File: config.mk
export PLATFORM = sky130hd
export DESIGN_NAME = adder_hs_ctrl
export DESIGN_NICKNAME = d
export VERILOG_FILES = /design/src/rtl/adder_ctrl_pkg.sv /design/src/rtl/adder_hs_ctrl_lat_counter.sv /design/src/rtl/adder_hs_ctrl.sv
export SDC_FILE = /design/constraint.sdc
export NUM_CORES = 1
export LEC_CHECK = 0
export CAP_MARGIN = 30
export CELL_PAD_IN_SITES_DETAIL_PLACEMENT = 0
export CELL_PAD_IN_SITES_GLOBAL_PLACEMENT = 2
export CORE_MARGIN = 5
export CORE_UTILIZATION = 33
export DETAILED_ROUTE_END_ITERATION = 12
export PLACE_DENSITY = 0.94
export SLEW_MARGIN = 20
export SYNTH_ARGS = -nofsm -noshare
export SYNTH_HDL_FRONTEND = slang
export SYNTH_HIERARCHICAL = 1
export SYNTH_SLANG_ARGS = --single-unit
File: constraint.sdc
create_clock -name clk -period 3.5 [get_ports clk]
set_input_delay 0.525 -clock clk [delete_from_list [all_inputs] [get_ports clk]]
set_output_delay 0.525 -clock clk [all_outputs]
set_load 0.05 [all_outputs]
File: src/rtl/adder_ctrl_pkg.sv
// Shared types and constants for the multi-cycle adder handshake controller.
package adder_ctrl_pkg;

  typedef enum logic [1:0] {
    IDLE  = 2'd0,
    READY = 2'd1,
    BUSY  = 2'd2,
    VALID = 2'd3
  } ctrl_state_t;

  localparam int LAT_W = 8;

endpackage

File: src/rtl/adder_hs_ctrl_lat_counter.sv
// Loadable down-counter that tracks the remaining compute cycles; holds at zero.
module lat_counter
  import adder_ctrl_pkg::*;
(
  input  logic             clk,
  input  logic             rst,
  input  logic             load,
  input  logic             dec,
  input  logic [LAT_W-1:0] load_val,
  output logic [LAT_W-1:0] cnt,
  output logic             zero
);

  always_ff @(posedge clk) begin
    if (!rst) begin
      cnt <= '0;
    end else if (load) begin
      cnt <= load_val;
    end else if (dec && (cnt != '0)) begin
      cnt <= cnt - LAT_W'(1);
    end
  end

  assign zero = (cnt == '0);

endmodule

File: src/rtl/adder_hs_ctrl.sv
// Ready/valid sequencer for the multi-cycle adder: operand/result load enables,
// parametrised compute latency, optional accept-on-drain overlap, transaction count.
module adder_hs_ctrl
  import adder_ctrl_pkg::*;
#(
  parameter int          LATENCY = 3,
  parameter int unsigned OVERLAP = 0,
  parameter int unsigned CNT_W   = 16
) (
  input  logic             clk,
  input  logic             rst,
  input  logic             val_in,
  output logic             rdy_in,
  input  logic             rdy_out,
  output logic             val_out,
  output logic             ld_opnd,
  output logic             ld_res,
  output logic             busy,
  output logic [CNT_W-1:0] txn_cnt
);

  if ((LATENCY < 1) || (LATENCY > 255)) begin : g_bad_latency
    $error("adder_hs_ctrl: LATENCY=%0d outside legal range 1..255", LATENCY);
  end

  localparam logic             OVL      = (OVERLAP != 0);
  localparam logic [LAT_W-1:0] LOAD_VAL = LAT_W'(LATENCY - 1);

  ctrl_state_t      state;
  logic [LAT_W-1:0] lat_cnt;
  logic             lat_zero;

  lat_counter u_lat (
    .clk      (clk),
    .rst      (rst),
    .load     (ld_opnd),
    .dec      (busy && !lat_zero),
    .load_val (LOAD_VAL),
    .cnt      (lat_cnt),
    .zero     (lat_zero)
  );

  // rdy_in depends only on state and rdy_out, so there is no path from val_in back to rdy_in.
  always_comb begin
    rdy_in  = 1'b0;
    val_out = 1'b0;
    busy    = 1'b0;
    ld_res  = 1'b0;
    case (state)
      READY: rdy_in = 1'b1;
      BUSY: begin
        busy   = 1'b1;
        ld_res = (lat_cnt == '0);
      end
      VALID: begin
        val_out = 1'b1;
        rdy_in  = OVL && rdy_out;
      end
      default: ;
    endcase
    ld_opnd = val_in && rdy_in;
  end

  always_ff @(posedge clk) begin
    if (!rst) begin
      state   <= IDLE;
      txn_cnt <= '0;
    end else begin
      case (state)
        IDLE:  state <= READY;
        READY: if (ld_opnd) state <= BUSY;
        BUSY:  if (lat_zero) state <= VALID;
        VALID: begin
          if (rdy_out) begin
            txn_cnt <= txn_cnt + CNT_W'(1);
            state   <= ld_opnd ? BUSY : READY;
          end
        end
        default: state <= IDLE;
      endcase
    end
  end

endmodule

# After elaboration in Yosys (flattened, before gate mapping)
# Cells that the tools add are included.
[classes] n_addsub=2 eq_ne=6 muxes=11 bitwise_logic=1 reduce_logical=11
[op_table] operator="$add 16x1->16 const B" n=1
[op_table] operator="$mux 2" n=6
[op_table] operator="$logic_not 8->1" n=1
[op_table] operator="$pmux 2 s4" n=1
[op_table] operator="$reduce_bool 8->1" n=1
[op_table] operator="$sub 8x1->8 const B" n=1
[op_table] operator="$ne 2x2->1 const B" n=3
[op_table] operator="$eq 2x2->1 const B" n=2
[op_table] operator="$mux 1" n=4
[op_table] operator="$logic_and 1x1->1" n=3
[op_table] operator="$reduce_and 3->1" n=1
[op_table] operator="$eq 2x1->1 const B" n=1
[op_table] operator="$logic_not 2->1" n=1
[op_table] operator="$reduce_and 2->1" n=1
[op_table] operator="$reduce_bool 2->1" n=1
[op_table] operator="$reduce_or 2->1" n=1
[op_table] operator="$logic_not 1->1" n=1
[op_table] operator="$not 1->1" n=1
[totals] regBits=26 inputBits=4 out_inout_bits=21 wordCells=35

# Logic depth before layout (Yosys ltp)
# Gate-level depths: netlist of the first run.
[depth] depth_word=6 mapped_depth=9 ltp_nobuf=9

# Hierarchy
# Netlist of the first run, hierarchy kept.
[modules_own_cells] module="adder_hs_ctrl" instances=1 cells_each=102 area_per_inst_um2=888.4
[modules_own_cells] module="lat_counter" instances=1 cells_each=58 area_per_inst_um2=508.0

# Least setup slack after synthesis of the first run
# No wires, ideal clock.
[synth_path] path_type="register -> output" start="register state[0]" end="output ld_res" arrival_time_ns=2.408 required_ns=2.975 setup_slack_ns=0.567 stages_incl_launch_ff=5 cell_sequence="dfxtp_1 inv_1 ha_1 nand2_1 nor4_1"
[synth_between] elab_chain_cells=2
[synth_lines] element="start, declared" line_no="adder_hs_ctrl.sv:29" rtl="ctrl_state_t state;"
[synth_lines] element="start signal, assigned" line_no="adder_hs_ctrl.sv:76" rtl="state <= ld_opnd ? BUSY : READY;"
[synth_lines] element="$eq 2x2->1" line_no="adder_hs_ctrl.sv:49" rtl="case (state)"
[synth_lines] element="$mux 1" line_no="adder_hs_ctrl.sv:49"
[synth_lines] element="end, declared" line_no="adder_hs_ctrl.sv:17" rtl="output logic ld_res,"
# Every way passes these cells.

# Worst setup path after layout of the first run
[layout_path] start="register u_lat.cnt[2]" end="output ld_res"
[layout_between] elab_chain_cells=2
[layout_lines] element="start, declared" line_no="adder_hs_ctrl_lat_counter.sv:10" rtl="output logic [LAT_W-1:0] cnt,"
[layout_lines] element="start signal, assigned" line_no="adder_hs_ctrl_lat_counter.sv:18" rtl="cnt <= load_val;"
[layout_lines] element="start signal, assigned" line_no="adder_hs_ctrl_lat_counter.sv:20" rtl="cnt <= cnt - LAT_W'(1);"
[layout_lines] element="$logic_not 8->1" line_no="adder_hs_ctrl.sv:53" rtl="ld_res = (lat_cnt == '0);"
[layout_lines] element="$mux 1" line_no="adder_hs_ctrl.sv:49"
# Every way passes these cells.

==> flow_summary.json, run 1 <==
{
  "combinationalPowerShare": 0.408,
  "cts_tree": "done",
  "crit_path_end_kind": "output port",
  "drv_cap": 0,
  "synth-simple-area-share": 0.298,
  "final_max_slew_viol_count": 0,
  "drtIter0Drc": 50,
  "dp.cells": 237,
  "hold_depth": 2,
  "synthTopCellsByArea": "dfxtp_1, xor2_1, ha_1",
  "drive_gt1_frac": 0.0681,
  "synth_async_sr_flop_share": 0,
  "finalCriticalPeriod_ns": 2.81,
  "synth_seq_area_share": 0.373,
  "cts_resized": 0,
  "place_hpwl_um": 2410,
  "die-area_um2": 5630,
  "regToRegSetupSlack_ns": 0.96,
  "clk_pin_slew_ns": 0.10,
  "start_util": 0.344,
  "nNetsFinal": 202,
  "fin_util": 0.439,
  "crit_required_ns": 2.97,
  "ant_nets": 0,
  "stdcell_count": 241,
  "io_buffers": 24,
  "vias": 1264,
  "fin_area_um2": 1780,
  "worstPathArrival_ns": 2.28,
  "synthAdderAreaFrac": 0.0538,
  "critPathLaunchType": "register",
  "grt-ovfl-total": 0,
  "crit_fanout": 7,
  "ctsHoldBuffers": 0,
  "place_area_um2": 1710,
  "ys_seq_elements": 26,
  "yosysTopAreaCell": "dfxtp_1",
  "gp_congestion": 0.807,
  "post_synth_mux_area_share": 0.00717,
  "min_path_type": "reg2reg",
  "synth_edf_count": 0,
  "cts.sink_count": 26,
  "max_freq_mhz": 356,
  "cts-buffers-inserted": 3,
  "swShare": 0.378,
  "r2r_start": "u_lat/cnt[0]$_SDFFE_PN0P_",
  "rsz0062_at_grt": "no",
  "r2r_end": "u_lat/cnt[7]$_SDFFE_PN0P_",
  "area_delta_synth_final_pct": 27.6,
  "synth_cells": 160,
  "syn_avg_cell_area_um2": 8.73,
  "synth_top_family_by_area": "simple AND/OR/NAND/NOR gates",
  "internal_power_uw": 669,
  "drt_pass1_iterations": 4,
  "num_rows": 23,
  "powerDensity_nw_per_um2": 604,
  "seqPwrFrac": 0.360,
  "grt_usage": 0.125,
  "p_switching_uw": 406,
  "total_power_uw": 1080,
  "synth_cell_types": 39,
  "outcome": "completed",
  "hold_end": "txn_cnt[9]$_SDFFE_PN0P_",
  "min_from": "txn_cnt[9]$_SDFFE_PN0P_",
  "clkLatencyLatePin_ns": 0.27,
  "clock_path_buffers": 2,
  "period_share": 0.802,
  "cts_htree_levels": 1,
  "vias_per_cell": 5.24,
  "fin_worst_skew_ns": 0.00440,
  "final.setup.tns_ns": 0,
  "netlist_area_um2": 1400,
  "synth_top_cell_area_share": 0.373,
  "grt_antenna_before_repair": 0,
  "leakage_uw": 0.000654,
  "worstRegToRegCells": 9,
  "worst_slew_pin_slew_ns": 0.584,
  "grt_pass1_vias": 1210,
  "slew_headroom": 0.610,
  "synth-xor-area-share": 0.0941,
  "hold_viol": 0,
  "yosysWarnings": 6,
  "ios": 25,
  "drcViolationCount": 0,
  "postCtsSetupBuffers": 0,
  "die_w_um": 75.1,
  "grt_first_pass_wirelength_um": 5530,
  "pwr-share-clk": 0.233,
  "diodes": 0,
  "peakVddDrop_uv": 352,
  "worstSetupPathType": "reg2out",
  "core_um2": 4060,
  "wl_per_cell_um": 13.7,
  "setup_viol": 0,
  "nFillCells": 391,
  "die_h_um": 75.1,
  "synth_compound_area_frac": 0.139,
  "ys.flop_type": "dfxtp_1",
  "root_buffer": "clkbuf_8",
  "wirelength_um": 3300,
  "grt_start_max_net_pins": 18
}
==> sequential cells by signal, indices dropped and copies added (netlist names) <==
register   count
txn_cnt       16
state          2
u_lat/cnt      8
==> cells by family (layout without fill, tap and decap cells) <==
logic type      after synthesis  count (layout)
flops                        26              26
simple gates                 70              70
mux                           1               1
other cells                   2               8
buf+inv                      11              36
fa+ha+maj                     6               6
compound gates               29              29
xor+xnor                     15              15
==> synth_stat cells (3+ instances only) <==
cell type,number
nand4_1,8
nand2_1,9
xor2_1,10
nor4_1,4
o21ai_0,8
dfxtp_1,26
and2_1,3
nor2_1,16
o31ai_1,3
or4_1,3
ha_1,6
a21oi_1,10
nor3b_1,3
nand3_1,7
inv_1,7
xnor2_1,5
==> power groups by stage <==
stage	sequential, uW	clock, uW	combinational (uW)
CTS	387	256	438
global placement	390	0	420
detailed placement	393	0	435
floorplan	385	0	339
finish	387	250	438
global route	394	270	482
==> worst max-delay path by stage <==
stage,from,end,slack (ns),cells after the start
floorplan,state[0]$_SDFFE_PN0P_,ld_res,0.57,4
global placement,val_in,ld_opnd,0.75,3
detailed placement,val_in,ld_opnd,0.73,3
finish,u_lat/cnt[2]$_SDFFE_PN0P_,ld_res,0.69,3
global route,val_in,ld_opnd,0.66,3
CTS,u_lat/cnt[2]$_SDFFE_PN0P_,ld_res,0.68,3
==> stage by stage <==
stage | hold slack [ns] | setup WS, ns
after floorplan | 0.479 | 0.567
after global placement | 0.465 | 0.754
after detailed placement | 0.505 | 0.728
after CTS | 0.519 | 0.679
after global routing | 0.556 | 0.655
final | 0.520 | 0.693
==> layout make-up <==
| type | instances | area, um2 | share of cell area |
|---|---|---|---|
| inverters | 8 | 30.0 | 0.0169 |
| multi-input cells | 129 | 857 | 0.481 |
| well taps | 50 | 62.6 | 0.0351 |
| clock buffers | 3 | 41.3 | 0.0232 |
| clock inverters | 1 | 30.0 | 0.0169 |
| repair buffers | 24 | 240 | 0.135 |
| flip-flops and latches | 26 | 520 | 0.292 |
==> metal layers <==
metal,wire (um),GRT usage,vias to the layer above,share of wire
met5,0,0,-,0
met4,33,0.0474,0,0.010
met3,147,0.0240,4,0.045
met2,1550,0.203,31,0.47
met1,1570,0.164,591,0.48
li1,-,-,638,-
==> layout by cell type (no fill, tap or decap), types with 2 or more instances in the layout <==
| master | count |
|---|---|
| nand3_1 | 7 |
| clkbuf_8 | 3 |
| a21oi_1 | 10 |
| conb_1 | 8 |
| xor2_1 | 10 |
| or3_1 | 2 |
| nand2b_1 | 2 |
| o21a_1 | 2 |
| and4_4 | 2 |
| o31ai_1 | 3 |
| dfxtp_1 | 26 |
| nand2_1 | 9 |
| xnor2_1 | 5 |
| nor3_1 | 2 |
| nor2b_1 | 2 |
| inv_1 | 7 |
| or4_1 | 3 |
| nor2_1 | 16 |
| and2_1 | 3 |
| nand4_1 | 8 |
| o21ai_0 | 8 |
| clkdlybuf4s50_1 | 24 |
| ha_1 | 6 |
| a31oi_1 | 2 |
| nor3b_1 | 3 |
| nor4_1 | 4 |
==> worst max-delay path, stage by stage, from the launching register on <==
cell	delay, ns
dfxtp_1	0.37
or4_1	0.51
nor4_1	0.27
clkdlybuf4s50_1	0.86
Power figures use the tool's default switching activity.
==> run 2: changes to the inputs <==
- CORE_UTILIZATION: 33 -> 31
- PLACE_DENSITY: 0.94 -> 0.89
- clock period: 3.5 -> 2.7 ns (I/O delays scaled with it)
==> flow_summary.json, run 2 (synthesized netlist as in run 1, its figures left out) <==
{
  "powerDensity_nw_per_um2": 777,
  "wirelength_um": 3110,
  "total_power_uw": 1390,
  "die-area_um2": 5950,
  "largestRegisters": "txn_cnt (16), u_lat/cnt (8), state (2)",
  "combinationalPowerShare": 0.404,
  "cts-buffers-inserted": 3,
  "drcViolationCount": 0,
  "critPathMostFrequentCell": "inv_1",
  "largest_reg_flops": 16,
  "seqPwrFrac": 0.362,
  "peakVddDrop_uv": 331,
  "grt_usage": 0.106,
  "ctsHoldBuffers": 0,
  "num_rows": 24,
  "p_switching_uw": 526,
  "final_max_slew_viol_count": 0,
  "rsz0062_at_grt": "no",
  "io_buffers": 24,
  "stdcell_count": 244,
  "largest_register": "txn_cnt",
  "cp_slowest_cell": "or3b_2",
  "worst_slew_pin_slew_ns": 0.516,
  "crit_chain": "inv_1 -> ha_1 -> inv_1 -> nor4_1 -> nor2b_1 -> or3b_2 -> nor3_1 -> mux2i_1 -> a21oi_1",
  "wl_per_cell_um": 12.7,
  "internal_power_uw": 866,
  "nNetsFinal": 203,
  "layout_commonest_cell": "dfxtp_1",
  "vias": 1220,
  "period_share": 0.903,
  "start_util": 0.321,
  "setup_viol": 0,
  "worstSetupPathType": "reg2reg",
  "slew_headroom": 0.655,
  "dp.cells": 240,
  "drv_cap": 0,
  "cts.sink_count": 26,
  "hold_viol": 0,
  "vias_per_cell": 5.00,
  "grt_antenna_before_repair": 0,
  "hold_depth": 2,
  "leakage_uw": 0.000664,
  "final.setup.tns_ns": 0,
  "crit_fanout": 6,
  "outcome": "completed",
  "cts_resized": 0,
  "die_w_um": 77.1,
  "clk_pin_slew_ns": 0.09,
  "postCtsSetupBuffers": 0,
  "grt_first_pass_wirelength_um": 5290,
  "core_um2": 4350,
  "worstRegToRegCells": 9,
  "cts_tree": "done",
  "crit_required_ns": 2.86,
  "grt_start_max_net_pins": 16,
  "worstPathArrival_ns": 2.59,
  "min_path_type": "reg2reg",
  "swShare": 0.378,
  "critPathLaunchType": "register",
  "place_area_um2": 1720,
  "drtIter0Drc": 34,
  "finalCriticalPeriod_ns": 2.44,
  "place_hpwl_um": 2300,
  "crit_path_end_kind": "register",
  "clock_path_buffers": 2,
  "gp_congestion": 0.848,
  "grt-ovfl-total": 0,
  "max_stage_delay_ns": 0.50,
  "hold_slack_ns": 0.490,
  "root_buffer": "clkbuf_8",
  "fin_area_um2": 1790,
  "diodes": 0,
  "clkLatencyLatePin_ns": 0.27,
  "area_delta_synth_final_pct": 28.4,
  "fin_worst_skew_ns": 0.00861,
  "pwr-share-clk": 0.234,
  "ant_nets": 0,
  "cts_htree_levels": 1,
  "ios": 25,
  "grt_pass1_vias": 1189,
  "max_freq_mhz": 410,
  "die_h_um": 77.1,
  "drt_pass1_iterations": 4,
  "layout_common_cells": "dfxtp_1, clkdlybuf4s50_1, nor2_1",
  "drive_gt1_frac": 0.0885
}
==> run 2: cell types whose count changed in the layout (fill, tap and decap cells not counted) <==
cell and delta:
buf_4 +3, nor4_2 +1, clkdlybuf4s50_1 -2, nor4_1 -1
==> run 2: path summary, 6_finish.rpt <==
| kind | startpoint | endpoint | slack [ns] |
|---|---|---|---|
| worst max-delay path | u_lat/cnt[0]$_SDFFE_PN0P_ | u_lat/cnt[7]$_SDFFE_PN0P_ | 0.26 |
| worst min-delay path | txn_cnt[15]$_SDFFE_PN0P_ | txn_cnt[15]$_SDFFE_PN0P_ | 0.49 |
| worst max register to register | u_lat/cnt[0]$_SDFFE_PN0P_ | u_lat/cnt[7]$_SDFFE_PN0P_ | 0.26 |
| worst min register to register | txn_cnt[15]$_SDFFE_PN0P_ | txn_cnt[15]$_SDFFE_PN0P_ | 0.49 |
==> run 2: power groups by stage <==
stage	Clock, uW	Combinational [uW]	Sequential, uW
2_1_floorplan	0	444	501
3_3_place_gp	0	550	511
3_5_place_dp	0	558	510
4_1_cts	336	565	502
5_1_grt	354	617	512
6_report	326	563	504
==> run 2: final cells by class <==
cell class / count / area, um2
clock buffer: 3 / 41.3
clock inverter: 1 / 30.0
fill: 437 / 2560
inverter: 8 / 30.0
multi-input combinational: 129 / 863
sequential: 26 / 520
tap: 52 / 65.1
timing repair buffer: 25 / 243
==> run 2: routing by layer <==
layer | vias to the layer above | part of all wire | global-route usage
met5 | - | 0 | 0
met4 | 0 | 0.016 | 0.0464
met3 | 4 | 0.037 | 0.0199
met2 | 17 | 0.45 | 0.176
met1 | 562 | 0.50 | 0.133
li1 | 637 | - | -
==> run 2: worst max-delay path, delay by kind of cell, from the launching register on <==
family	cells	cell delay, ns
mux	1	0.22
fa+ha+maj	1	0.22
compound gates	1	0.08
flops	1	0.41
simple gates	4	1.18
buf+inv	2	0.22
==> run 2: metrics by stage <==
stage	utilization	setup slack [ns]
2_1_floorplan	-	0.380
3_3_place_gp	0.395	0.385
3_5_place_dp	0.395	0.290
4_1_cts	0.412	0.273
5_1_grt	0.412	0.100
6_report	0.412	0.261
==> run 3: changes to the inputs <==
- CORE_MARGIN: 5 -> default
- HOLD_SLACK_MARGIN: default -> 0.06
==> flow_summary.json, run 3 (synthesized netlist as in run 1, its figures left out) <==
{
  "outcome": "completed",
  "io_buffers": 24,
  "place_area_um2": 1730,
  "crit_path_end_kind": "register",
  "grt_antenna_before_repair": 0,
  "powerDensity_nw_per_um2": 771,
  "critical_path_buf_inv_count": 2,
  "core_um2": 4350,
  "clock_path_buffers": 2,
  "final_max_slew_viol_count": 0,
  "crit_fanout": 6,
  "place_hpwl_um": 2270,
  "layout_commonest_cell": "dfxtp_1",
  "worst_slew_pin_slew_ns": 0.524,
  "die-area_um2": 4780,
  "final.setup.tns_ns": 0,
  "cts.sink_count": 26,
  "cts-buffers-inserted": 3,
  "ios": 25,
  "fin_worst_skew_ns": 0.0131,
  "worstSetupPathType": "reg2reg",
  "clk_pin_slew_ns": 0.08,
  "cpLargestDelayFamily": "simple AND/OR/NAND/NOR gates",
  "ctsHoldBuffers": 0,
  "vias": 1248,
  "peakVddDrop_uv": 469,
  "cp_slowest_cell": "or3b_2",
  "grt_start_max_net_pins": 16,
  "critPathMostFrequentCell": "inv_1",
  "diodes": 0,
  "postCtsSetupBuffers": 0,
  "cts_htree_levels": 1,
  "cts_tree": "done",
  "period_share": 0.906,
  "die_w_um": 69.1,
  "root_buffer": "clkbuf_8",
  "worstPathArrival_ns": 2.59,
  "ant_nets": 0,
  "largest_register": "txn_cnt",
  "swShare": 0.375,
  "p_switching_uw": 520,
  "die_h_um": 69.1,
  "max_stage_delay_ns": 0.51,
  "layout_common_cells": "dfxtp_1, clkdlybuf4s50_1, nor2_1",
  "drcViolationCount": 0,
  "num_rows": 24,
  "max_freq_mhz": 409,
  "nNetsFinal": 204,
  "finalCriticalPeriod_ns": 2.45,
  "cts_resized": 0,
  "crit_chain": "inv_1 -> ha_1 -> inv_1 -> nor4_1 -> nor2b_1 -> or3b_2 -> nor3_1 -> mux2i_1 -> a21oi_1",
  "min_path_type": "reg2reg",
  "critPathLaunchType": "register",
  "internal_power_uw": 868,
  "grt-ovfl-total": 0,
  "grt_usage": 0.139,
  "pwr-share-clk": 0.231,
  "vias_per_cell": 5.09,
  "leakage_uw": 0.000668,
  "setup_viol": 0,
  "rsz0062_at_grt": "no",
  "largest_reg_flops": 16,
  "clkLatencyLatePin_ns": 0.27,
  "wl_per_cell_um": 12.2,
  "area_delta_synth_final_pct": 28.9,
  "crit_required_ns": 2.85,
  "grt_first_pass_wirelength_um": 5510,
  "start_util": 0.321,
  "drtIter0Drc": 25,
  "grt_pass1_vias": 1212,
  "drive_gt1_frac": 0.0933,
  "drt_pass1_iterations": 4,
  "largestRegisters": "txn_cnt (16), u_lat/cnt (8), state (2)",
  "hold_viol": 0,
  "drv_cap": 0,
  "gp_congestion": 0.744,
  "combinationalPowerShare": 0.407,
  "slew_headroom": 0.650,
  "seqPwrFrac": 0.362,
  "wirelength_um": 2980,
  "fin_area_um2": 1800
}
-- run 3: cell types whose count changed in the layout (fill, tap and decap cells not counted) --
cell,change
buf_4,+1
-- run 3: power groups by stage --
| stage | Clock [uW] | Sequential [uW] | Combinational, uW |
|---|---|---|---|
| 2_1_floorplan | 0 | 501 | 444 |
| 3_3_place_gp | 0 | 507 | 549 |
| 3_5_place_dp | 0 | 511 | 563 |
| 4_1_cts | 330 | 502 | 566 |
| 5_1_grt | 354 | 513 | 628 |
| 6_report | 321 | 503 | 564 |
-- run 3: final timing paths --
check | start | to | slack [ns] | cells after the start
hold reg to reg | txn_cnt[15]$_SDFFE_PN0P_ | txn_cnt[15]$_SDFFE_PN0P_ | 0.50 | 2
hold / removal | txn_cnt[15]$_SDFFE_PN0P_ | txn_cnt[15]$_SDFFE_PN0P_ | 0.50 | 2
setup reg to reg | u_lat/cnt[0]$_SDFFE_PN0P_ | u_lat/cnt[7]$_SDFFE_PN0P_ | 0.25 | 9
setup / recovery | u_lat/cnt[0]$_SDFFE_PN0P_ | u_lat/cnt[7]$_SDFFE_PN0P_ | 0.25 | 9
-- run 3: final cells by class --
class | count | area, um2
sequential | 26 | 520
timing repair buffer | 26 | 250
tap | 52 | 65.1
multi-input combinational | 129 | 863
clock buffer | 3 | 41.3
fill | 439 | 2550
inverter | 8 | 30.0
clock inverter | 1 | 30.0
-- run 3: routing by layer --
layer	up-vias	global-route usage	share of wire
met5	-	0	0
met3	2	0.0219	0.018
met4	0	0.0408	0.0097
met2	14	0.233	0.49
met1	589	0.183	0.48
li1	643	-	-
-- run 3: tightest hold or removal path: cells and delay by family (launching register included) --
kind / cells / cell delay [ns]
AO/OA/AOI/OAI: 2 / 0.13
flip-flops: 1 / 0.33
-- run 3: through the flow --
stage                     setup WS [ns]  instances  hold slack, ns  total power (uW)   util
final                             0.253        245           0.500              1390  0.414
after global routing             0.0960        245           0.520              1500  0.414
after CTS                         0.264        245           0.510              1400  0.414
after detailed placement          0.310        241           0.497              1070  0.397
after global placement            0.363        241           0.466              1060  0.397
after floorplan                   0.380        166           0.479               945      -
